===== src/rtl/div_seq_sgn.sv =====
// rtl/div_seq_sgn.sv - sequential radix-2 restoring divider, signed/unsigned, divide-by-zero flag
module div_seq_sgn #(
  parameter int W    = 8,
  parameter int CBIT = 4
) (
  input  logic         clk,
  input  logic         reset,
  input  logic         start,
  input  logic         sgn,
  input  logic [W-1:0] dvnd,
  input  logic [W-1:0] dvsr,
  output logic         ready,
  output logic         done_tick,
  output logic         dvz,
  output logic [W-1:0] quo,
  output logic [W-1:0] rmd
);

  typedef enum logic [1:0] {IDLE, OP, FIX, DONE} state_t;

  state_t state, state_nxt;

  logic            sgn_r, dvnd_neg, dvsr_neg;
  logic [W-1:0]    rh, rl, d_mag;
  logic [CBIT-1:0] cnt;

  logic            dvnd_is_neg, dvsr_is_neg;
  logic [W-1:0]    dvnd_mag, dvsr_mag;
  logic [W:0]      rh_shift;
  logic [W-1:0]    rh_sub;
  logic            q_bit;

  always_comb begin
    dvnd_is_neg = sgn & dvnd[W-1];
    dvsr_is_neg = sgn & dvsr[W-1];
    dvnd_mag    = dvnd_is_neg ? -dvnd : dvnd;
    dvsr_mag    = dvsr_is_neg ? -dvsr : dvsr;
    // Compare on W+1 bits; the subtraction result always fits back into W bits.
    rh_shift    = {rh, rl[W-1]};
    q_bit       = (rh_shift >= {1'b0, d_mag});
    rh_sub      = rh_shift[W-1:0] - d_mag;
  end

  always_ff @(posedge clk) begin
    if (reset) state <= IDLE;
    else       state <= state_nxt;
  end

  always_comb begin
    state_nxt = state;
    ready     = 1'b0;
    done_tick = 1'b0;
    case (state)
      IDLE: begin
        ready = 1'b1;
        if (start) state_nxt = (dvsr == '0) ? DONE : OP;
      end
      OP:      if (cnt == CBIT'(1)) state_nxt = FIX;
      FIX:     state_nxt = DONE;
      DONE: begin
        done_tick = 1'b1;
        state_nxt = IDLE;
      end
      default: state_nxt = IDLE;
    endcase
  end

  always_ff @(posedge clk) begin
    if (reset) begin
      sgn_r    <= 1'b0;
      dvnd_neg <= 1'b0;
      dvsr_neg <= 1'b0;
      rh       <= '0;
      rl       <= '0;
      d_mag    <= '0;
      cnt      <= '0;
      dvz      <= 1'b0;
      quo      <= '0;
      rmd      <= '0;
    end else begin
      case (state)
        IDLE: if (start) begin
          sgn_r    <= sgn;
          dvnd_neg <= dvnd_is_neg;
          dvsr_neg <= dvsr_is_neg;
          if (dvsr == '0) begin
            quo <= '1;
            rmd <= dvnd;
            dvz <= 1'b1;
          end else begin
            rh    <= '0;
            rl    <= dvnd_mag;
            d_mag <= dvsr_mag;
            cnt   <= CBIT'(W);
            dvz   <= 1'b0;
          end
        end
        OP: begin
          rh  <= q_bit ? rh_sub : rh_shift[W-1:0];
          rl  <= {rl[W-2:0], q_bit};
          cnt <= cnt - CBIT'(1);
        end
        FIX: begin
          // Quotient truncates toward zero; remainder takes the dividend's sign.
          quo <= (sgn_r & (dvnd_neg ^ dvsr_neg)) ? -rl : rl;
          rmd <= dvnd_neg ? -rh : rh;
        end
        default: ;
      endcase
    end
  end

endmodule


===== config.mk =====
export PLATFORM = sky130hd
export DESIGN_NAME = div_seq_sgn
export DESIGN_NICKNAME = d
export VERILOG_FILES = /design/src/rtl/div_seq_sgn.sv
export SDC_FILE = /design/constraint.sdc
export NUM_CORES = 1
export LEC_CHECK = 0
export CAP_MARGIN = 20
export CELL_PAD_IN_SITES_DETAIL_PLACEMENT = 0
export CELL_PAD_IN_SITES_GLOBAL_PLACEMENT = 1
export CORE_ASPECT_RATIO = 1.1
export CORE_MARGIN = 4
export CORE_UTILIZATION = 25
export CTS_BUF_LIST = sky130_fd_sc_hd__clkbuf_16
export CTS_CLUSTER_DIAMETER = 40
export CTS_CLUSTER_SIZE = 20
export DETAILED_ROUTE_END_ITERATION = 6
export PLACE_DENSITY = 0.55
export SYNTH_ARGS = -nofsm -noshare
export SYNTH_HDL_FRONTEND = slang
export SYNTH_SLANG_ARGS = --single-unit

===== constraint.sdc =====
create_clock -name clk -period 2 [get_ports clk]
set_clock_uncertainty 0.1 [all_clocks]
set_input_delay 0.5 -clock clk [delete_from_list [all_inputs] [get_ports clk]]
set_output_delay 0.5 -clock clk [all_outputs]
set_load 0.02 [all_outputs]

==> metrics.yaml, run 1 <==
detailed_routing:
  drt-initial-drc-count: 124
  firstDrtPassIters: 7
  routed_via_density: 4.726
  drc_errors: 2
  drtAntennaViolNets: 0
  vias: 3072
  wl_per_cell_um: 14.40
  wl_um: 9362
die:
  fp.dieH_um: 126.6
  rows: 43
  die_area_mm2: 0.01466
  fp.coreArea_mm2: 0.01259
  initial_utilization_pct: 25.39
  io_pins: 39
  die_w_um: 115.8
final_layout:
  fin_area_mm2: 0.004614
  final_layout_size_suffix_gt1_share_pct: 26.77
  fin_nets: 531
  finalNonFillerCells: 650
  antenna_cells: 0
  syn_to_final_growth_pct: 44.34
logic_synthesis:
  synthArstFlopShare_pct: 0
  synth.distinct_cells: 58
  ys_ff_latch: 50
  synth_area_leader_cell: "dfxtp_1"
  synth_nets: 429
  yosys-top-cells-count: "50 x dfxtp_1, 46 x nand2_1, 44 x nor2_1, 30 x inv_1, 29 x a21oi_1"
  synth_cells: 390
  yosys_warnings: 0
  synth.top_cell.area_share_pct: 31.31
  synth_area_leaders: "dfxtp_1 31%, ha_1 7.0%, nand2_1 5.4%, nor2_1 5.2%, a21oi_1 4.5%"
  synth_edf_count: 0
  avgSynthCellArea_um2: 8.197
  netlist_area_mm2: 0.003197
  synthFlopType: "dfxtp_1"
  synth.yosys.seq_area_share_pct: 31.31
  yosysMostFrequentCell: "dfxtp_1"
power_and_ir_drop:
  powerDensity_mw_per_mm2: 1219
  p_leak_nw: 1.802
  worst_ir_drop_vdd_mv: 0.4110
  switching_share_pct: 41.90
  p_comb_share_pct: 59.1
  p_switching_mw: 2.357
  seqPwrFrac_pct: 25.9
  pwr-share-clk_pct: 15.0
  internal-power_mw: 3.268
placed_design:
  pre_cts_slack_ns: -0.4224
  dp_hpwl_um: 7195
  dpl_cell_area_mm2: 0.004179
  dp.cells: 632
  port_buffers: 38
  gp_congestion: 0.8521
worst_setup_path:
  cp_max_fo: 2
  required_ns: 2.07
  path_cells: "inv_2, ha_4, inv_2, fa_2, a211oi_2, o21bai_1, a21oi_2, xor2_1, o221ai_1"
  crit_slowest_cell: "fa_2"
  cp_top_family: "compound AO/OA/AOI/OAI gates"
  crit_path_start_kind: "flop"
  end_kind: "flop"
  worst-path-buf-inv: 2
  cpPeakStageDelay_ns: 0.34
  crit_arrival_ns: 2.04
  critPathKind: "flop to flop"
  crit_top_cell: "inv_2"
clock_network:
  cts_buffers: 5
  clock_path_buffers: 2
  clk_latency_ns: 0.29
  cts_htree_levels: 2
  cts_root_buf: "clkbuf_16"
  clkSlewWorstSetupHoldPaths_ns: 0.07
  clkSinkCount: 50
  cts_tree: "built"
global_routing:
  grt_pass1_vias: 2978
  gr-total-overflow: 0
  grt_pass1_wl_um: 14610
  track_usage_pct: 12.34
  antenna_found_initial: 0
  grt_max_degree: 27
status:
  status: "complete, but fails checks"
  failed_checks: "design-rule violations"
flow_run:
  cap_violations: 0
sta:
  timing.fmax_mhz: 506.9
  grt_setup_unrepaired: "yes"
  timing.final.hold_violations: 0
  timing.slew.headroom_pct: 77.01
  period_share_pct: 98.65
  worst_slew_pin_slew_ns: 0.3416
  period_minus_slack_ns: 1.973
  timing.final.max_slew_violations: 0
  setup_ws_ns: 0.02709
  finalSetupViolCount: 0
worst_hold_path:
  hp-class: "flop to flop"
[metrics by stage]
stage          hold WS [ns]  TNS [ns]  utilization, %  power [mW]
2_1_floorplan        0.3366         0               -       3.437
5_1_grt              0.3711   -0.2514           36.65       6.080
4_1_cts              0.3573   -0.1370           34.80       5.484
3_5_place_dp         0.3498    -15.42           33.19       4.560
6_report             0.3539         0           36.65       5.625
3_3_place_gp         0.3437    -13.73           33.19       4.530
[registers in the layout (all words and copies together) (netlist names)]
register and count:
rh 8, cnt 4, rmd 8, dvz 1, rl 8, sgn_r 1, d_mag 8, dvnd_neg 1
quo 8, state 2, dvsr_neg 1
[cell type report]
cell class	count	area [um2]
multi-input combinational	294	2166
inverter	30	116.4
clock inverter	3	16.27
fill	1369	7975
tap	157	196.4
sequential	50	1006
timing repair buffer	111	988.4
clock buffer	5	125.1
[worst register-to-register path, cell delays in order, from the launching register on]
cell and delay [ns]:
dfxtp_2 0.32, inv_2 0.08, ha_4 0.14, inv_2 0.03, fa_2 0.34, a211oi_2 0.26
o21bai_1 0.12, a21oi_2 0.16, xor2_1 0.17, o221ai_1 0.11
[logic make-up after synthesis]
kind of cell | Yosys count | share of synthesized area, %
XOR/XNOR | 25 | 6.849
adder cells (fa/ha/maj) | 19 | 7.671
buffers and inverters | 46 | 5.949
flip-flops | 50 | 31.31
multiplexers | 10 | 3.170
AND/OR/NAND/NOR | 134 | 20.31
AO/OA/AOI/OAI | 106 | 24.74
[path summary, 6_finish.rpt]
check / start / endpoint / slack [ns] / depth (start not counted)
max: rl[7] / rh[6] / 0.03 / 9
min: rmd[2] / rmd[2] / 0.35 / 2
max reg2reg: rl[7] / rh[6] / 0.03 / 9
min reg2reg: rmd[2] / rmd[2] / 0.35 / 2
[metal layers]
| layer | wire length, um | up-vias | GRT usage, % |
|---|---|---|---|
| li1 | - | 1589 | - |
| met2 | 4390 | 54 | 20.59 |
| met3 | 366 | 8 | 2.147 |
| met4 | 135 | 0 | 3.276 |
| met1 | 4469 | 1421 | 16.37 |
| met5 | 0 | - | 0 |
[cell usage in the layout, fill, tap and decap left out, drive strengths merged, types with 2 or more instances in the layout]
| cell type | n |
|---|---|
| a31o | 2 |
| buf | 71 |
| o41ai | 2 |
| a21oi | 31 |
| or4 | 2 |
| o211ai | 11 |
| a31oi | 3 |
| nor4 | 2 |
| nor2b | 3 |
| o21ai | 18 |
| or3 | 3 |
| nor3b | 2 |
| a211oi | 7 |
| mux2i | 9 |
| a311oi | 11 |
| a2bb2oi | 2 |
| a211o | 4 |
| nand2b | 5 |
| xor2 | 13 |
| inv | 29 |
| clkinv | 2 |
| dfxtp | 50 |
| xnor2 | 12 |
| ha | 18 |
| nor2 | 45 |
| o21bai | 3 |
| dlymetal6s2s | 6 |
| clkbuf | 9 |
| nand2 | 47 |
| o221ai | 4 |
| dlygate4sd2 | 3 |
| nand3 | 7 |
| clkdlybuf4s50 | 27 |
| nor3 | 9 |
| nand3b | 4 |
| clkinvlp | 2 |
| o31ai | 2 |
[timing repair]
action | 4_1_cts | 5_1_grt
cloned | 0 | 2
endpoints found under the setup margin | 38 | 40
setup buffers | 1 | 7
hold buffers | 0 | 0
gates resized for setup | 16 | 35
pin swaps | 3 | 15
hold endpoints to repair | 0 | 0
[power by group through the flow]
stage	logic [mW]	registers (mW)	clock network, mW
5_1_grt	3.67	1.50	0.915
4_1_cts	3.15	1.45	0.883
2_1_floorplan	1.92	1.51	0
3_3_place_gp	3.06	1.47	0
6_report	3.32	1.46	0.844
3_5_place_dp	3.08	1.48	0
No activity file was read; power rests on OpenSTA's default activity.
==> run 2, diff against run 1 <==
--- a/config.mk
+++ b/config.mk
@@ -5,6 +5,7 @@
 export SDC_FILE = /design/constraint.sdc
 export NUM_CORES = 1
 export LEC_CHECK = 0
+export ABC_AREA = 1
 export CAP_MARGIN = 20
 export CELL_PAD_IN_SITES_DETAIL_PLACEMENT = 0
 export CELL_PAD_IN_SITES_GLOBAL_PLACEMENT = 1
@@ -15,7 +16,8 @@
 export CTS_CLUSTER_DIAMETER = 40
 export CTS_CLUSTER_SIZE = 20
 export DETAILED_ROUTE_END_ITERATION = 6
-export PLACE_DENSITY = 0.55
+export PLACE_DENSITY = 0.57
+export SKIP_CTS_REPAIR_TIMING = 1
 export SYNTH_ARGS = -nofsm -noshare
 export SYNTH_HDL_FRONTEND = slang
 export SYNTH_SLANG_ARGS = --single-unit
==> metrics.yaml, run 2 <==
logic_synthesis:
  synthFlopType: "dfxtp_1"
  synth_nets: 520
  yosys_warnings: 0
  avgSynthCellArea_um2: 6.779
  synthArstFlopShare_pct: 0
  yosysMostFrequentCell: "nand2_1"
  synth.top_cell.area_share_pct: 30.70
  synth.distinct_cells: 39
  synth_cells: 481
  ys_ff_latch: 50
  synth.yosys.seq_area_share_pct: 30.70
  netlist_area_mm2: 0.003261
  yosys-top-cells-count: "98 x nand2_1, 61 x inv_1, 50 x dfxtp_1, 49 x a21oi_1, 47 x o21ai_0"
  synth_area_leaders: "dfxtp_1 31%, nand2_1 11%, a21oi_1 7.5%, o21ai_0 7.2%, inv_1 7.0%"
  synth_edf_count: 0
  synth_area_leader_cell: "dfxtp_1"
placed_design:
  dp_hpwl_um: 7882
  gp_congestion: 0.7821
  port_buffers: 38
  pre_cts_slack_ns: -0.3009
die:
  fp.coreArea_mm2: 0.01270
  die_w_um: 116.9
  fp.dieH_um: 127.8
  die_area_mm2: 0.01494
  io_pins: 39
  initial_utilization_pct: 25.68
  rows: 43
global_routing:
  grt_max_degree: 38
  grt_pass1_wl_um: 15930
  gr-total-overflow: 0
  track_usage_pct: 13.65
  antenna_found_initial: 0
  grt_pass1_vias: 3181
status:
  status: "complete, no violations"
power_and_ir_drop:
  power_mw: 4.634
  switching_share_pct: 41.89
  p_leak_nw: 1.938
  p_switching_mw: 1.941
  powerDensity_mw_per_mm2: 1067
  worst_ir_drop_vdd_mv: 0.3843
  p_comb_share_pct: 51.1
  seqPwrFrac_pct: 27.8
  pwr-share-clk_pct: 21.1
  internal-power_mw: 2.693
clock_network:
  cts_tree: "built"
  clock_path_buffers: 2
  cts_root_buf: "clkbuf_16"
  cts_buffers: 5
  clkSinkCount: 50
  clkSlewWorstSetupHoldPaths_ns: 0.07
  cts_htree_levels: 2
  clk_latency_ns: 0.30
sta:
  timing.final.hold_violations: 0
  timing.fmax_mhz: 512.9
  period_share_pct: 97.48
  finalSetupViolCount: 0
  worst_slew_pin_slew_ns: 0.3103
  fin_tns_setup_ns: 0
  setup_ws_ns: 0.05036
  period_minus_slack_ns: 1.950
  timing.final.max_slew_violations: 0
  timing.slew.headroom_pct: 79.31
  holdWs_ns: 0.3900
worst_setup_path:
  required_ns: 2.14
  end_kind: "flop"
  crit_arrival_ns: 2.09
  r2r_end: "d_mag[6]"
  cp_max_fo: 5
  reg2reg_depth: 10
  rr_startpoint: "state[0]"
  critPathKind: "input pin to flop"
  r2r_slack_ns: 0.14
  crit_path_start_kind: "input pin"
final_layout:
  fin_util_pct: 34.19
  fin_nets: 597
  fillers: 1401
  final_cell_mix: "98 x nand2_1, 57 x inv_1, 50 x dfxtp_1"
  register_area_mm2: 0.001001
  syn_to_final_growth_pct: 33.15
  antenna_cells: 0
  multiInputGateArea_mm2: 0.001962
  final_layout_size_suffix_gt1_share_pct: 15.77
  final_common_cell: "nand2_1"
worst_hold_path:
  min_from: "dvz"
  hold_depth: 2
  worstHoldEndpoint: "dvz"
  hp-class: "flop to flop"
detailed_routing:
  wl_per_cell_um: 13.91
  drc_errors: 0
  firstDrtPassIters: 4
  drtAntennaViolNets: 0
  drt-initial-drc-count: 139
  routed_via_density: 4.566
  wl_um: 9946
  vias: 3265
flow_run:
  cap_violations: 0
run 2: cell types whose count changed in the layout (fill, tap and decap cells not counted), sizes merged, moves of 11 or more:
| cell | before | now |
|---|---|---|
| a311oi | 11 | 0 |
| nand3 | 7 | 39 |
| inv | 29 | 64 |
| buf | 71 | 47 |
| nand2 | 47 | 107 |
| a21oi | 31 | 52 |
| o21ai | 18 | 49 |
run 2: kinds of logic (layout without fill, tap and decap cells):
logic type | Yosys count | in the layout | share of synthesized area [%]
AND/OR/NAND/NOR | 193 | 193 | 26.29
AO/OA/AOI/OAI | 119 | 119 | 19.88
XOR/XNOR | 18 | 18 | 4.835
flip-flops | 50 | 50 | 30.70
buffers and inverters | 82 | 159 | 10.78
adder cells (fa/ha/maj) | 19 | 19 | 7.521
run 2: how the worst max path moves through the flow:
stage | endpoint | cells after the start | start
after floorplan | rl[5] | 8 | dvsr[0]
after global placement | rmd[6] | 10 | dvsr[1]
after detailed placement | rmd[0] | 10 | dvsr[1]
after CTS | ready | 3 | state[0]
after global routing | d_mag[3] | 9 | dvsr[0]
final | d_mag[6] | 9 | dvsr[1]
run 2: area by class of cell:
class | instances | area share (%)
inverter | 67 | 6.023
multi-input combinational | 349 | 45.19
timing repair buffer | 85 | 17.55
clock buffer | 5 | 2.882
sequential | 50 | 23.05
clock inverter | 2 | 0.7781
tap | 157 | 4.524
run 2: layer usage:
layer	share of wire [%]	vias to the layer above	global-route usage, %	wire length (um)
met5	0	-	0	0
met4	0.79	0	3.374	79
met3	2.6	8	2.786	255
met2	48	33	22.20	4781
met1	49	1491	18.44	4829
li1	-	1733	-	-
run 2: worst max-delay path, stage by stage:
cell             delay (ns)
clkdlybuf4s50_1        0.44
inv_2                  0.10
ha_4                   0.15
nand3_4                0.10
o21ai_4                0.22
clkinvlp_4             0.17
buf_4                  0.17
buf_4                  0.12
a21oi_1                0.12
run 2: metrics by stage:
stage,area [um2],cells
3_5_place_dp,4079,704
6_report,4342,715
4_1_cts,4238,711
3_3_place_gp,4079,704
2_1_floorplan,3261,481
5_1_grt,4342,715
run 2: power groups by stage:
stage          Clock, mW  Sequential [mW]  Combinational, mW
2_1_floorplan          0             1.29               1.63
3_3_place_gp           0             1.30               2.32
3_5_place_dp           0             1.31               2.32
4_1_cts             1.01             1.28               2.33
5_1_grt             1.06             1.31               2.68
6_report           0.978             1.29               2.37
==> run 3, diff against run 2 <==
--- a/config.mk
+++ b/config.mk
@@ -12,7 +12,7 @@
 export CORE_ASPECT_RATIO = 1.1
 export CORE_MARGIN = 4
 export CORE_UTILIZATION = 25
-export CTS_BUF_LIST = sky130_fd_sc_hd__clkbuf_16
+export CTS_BUF_LIST = sky130_fd_sc_hd__clkbuf_8
 export CTS_CLUSTER_DIAMETER = 40
 export CTS_CLUSTER_SIZE = 20
 export DETAILED_ROUTE_END_ITERATION = 6
==> metrics.yaml, run 3 (synthesized netlist as in run 2, its figures left out) <==
die:
  fp.dieH_um: 127.8
  initial_utilization_pct: 25.68
  io_pins: 39
  die_w_um: 116.9
  rows: 43
  fp.coreArea_mm2: 0.01270
  die_area_mm2: 0.01494
clock_network:
  clkSlewWorstSetupHoldPaths_ns: 0.10
  cts_tree: "built"
  cts_root_buf: "clkbuf_8"
  cts_htree_levels: 2
  clk_latency_ns: 0.32
  clkSinkCount: 50
  cts_buffers: 5
  clock_path_buffers: 2
worst_setup_path:
  cp_top_family: "buffers and inverters"
  crit_path_start_kind: "input pin"
  crit_slowest_cell: "clkdlybuf4s50_1"
  worst-path-buf-inv: 5
  r2r_slack_ns: 0.13
  required_ns: 2.16
  cp-startpoint: "dvsr[1]"
  cp_max_fo: 5
  rr_startpoint: "state[0]"
  end_kind: "flop"
  cpPeakStageDelay_ns: 0.42
  crit_arrival_ns: 2.12
  critPathKind: "input pin to flop"
  path_cells: "clkdlybuf4s50_1, inv_1, ha_4, nand3_4, o21ai_4, clkinvlp_4, buf_2, buf_4, a21oi_1"
  reg2reg_depth: 10
  r2r_end: "d_mag[6]"
sta:
  timing.final.hold_violations: 0
  period_share_pct: 97.75
  timing.final.max_slew_violations: 0
  setup_ws_ns: 0.04491
  period_minus_slack_ns: 1.955
  timing.slew.headroom_pct: 79.33
  worst_slew_pin_slew_ns: 0.3101
  finalSetupViolCount: 0
  timing.fmax_mhz: 511.5
  holdWs_ns: 0.3952
detailed_routing:
  vias: 3297
  wl_per_cell_um: 13.99
  routed_via_density: 4.611
  wl_um: 10000
  firstDrtPassIters: 4
  drt-initial-drc-count: 130
  drtAntennaViolNets: 0
  drc_errors: 0
power_and_ir_drop:
  powerDensity_mw_per_mm2: 1034
  p_leak_nw: 1.915
  worst_ir_drop_vdd_mv: 0.4922
final_layout:
  antenna_cells: 0
  fillers: 1406
  final_cell_mix: "98 x nand2_1, 59 x inv_1, 50 x dfxtp_1"
  multiInputGateArea_mm2: 0.001958
  syn_to_final_growth_pct: 31.20
  fin_nets: 597
  fin_area_mm2: 0.004278
  register_area_mm2: 0.001001
  final_common_cell: "nand2_1"
  final_layout_size_suffix_gt1_share_pct: 15.41
  fin_util_pct: 33.69
global_routing:
  gr-total-overflow: 0
  grt_pass1_vias: 3201
  grt_max_degree: 38
  grt_pass1_wl_um: 15910
  track_usage_pct: 13.65
  antenna_found_initial: 0
placed_design:
  pre_cts_slack_ns: -0.3009
  dp_hpwl_um: 7882
  port_buffers: 38
  gp_congestion: 0.7821
  dpl_cell_area_mm2: 0.004079
worst_hold_path:
  min_from: "dvz"
  worstHoldEndpoint: "dvz"
  hp-class: "flop to flop"
  hold_depth: 2
status:
  status: "complete, no violations"
flow_run:
  cap_violations: 0
run 3: worst max path at each step:
stage,endpoint,slack [ns],depth (start not counted)
2_1_floorplan,rl[5],0.23,8
3_3_place_gp,rmd[6],-0.28,10
3_5_place_dp,rmd[0],-0.30,10
4_1_cts,ready,-0.19,3
5_1_grt,d_mag[4],-0.03,9
6_report,d_mag[6],0.04,9
run 3: tightest hold or removal path, delay by kind of cell (launching register included):
kind | cells | cell delay (ns)
AND/OR/NAND/NOR | 2 | 0.14
flip-flops | 1 | 0.32
run 3: area by class of cell:
type | instances | area share, %
well taps | 157 | 4.592
flip-flops and latches | 50 | 23.40
repair buffers | 85 | 17.49
clock inverters | 1 | 0.7020
multi-input cells | 349 | 45.77
clock buffers | 6 | 1.930
inverters | 67 | 6.113
run 3: through the flow:
step | TNS [ns] | cells | total power [mW]
2_1_floorplan | 0 | 481 | 2.919
3_3_place_gp | -9.879 | 704 | 3.621
3_5_place_dp | -10.50 | 704 | 3.623
4_1_cts | -0.3248 | 711 | 4.427
5_1_grt | -0.1008 | 715 | 4.833
6_report | 0 | 715 | 4.423
run 3: power breakdown:
group / internal [mW] / switching, mW
combinational: 0.953 / 1.41
sequential: 1.15 / 0.131
clock: 0.401 / 0.373
run 3: metal layers:
metal | part of all wire (%) | track usage (%) | vias up
li1 | - | - | 1733
met1 | 49 | 18.51 | 1517
met2 | 48 | 22.13 | 36
met3 | 2.2 | 2.219 | 11
met4 | 1.3 | 4.184 | 0
met5 | 0 | 0 | -
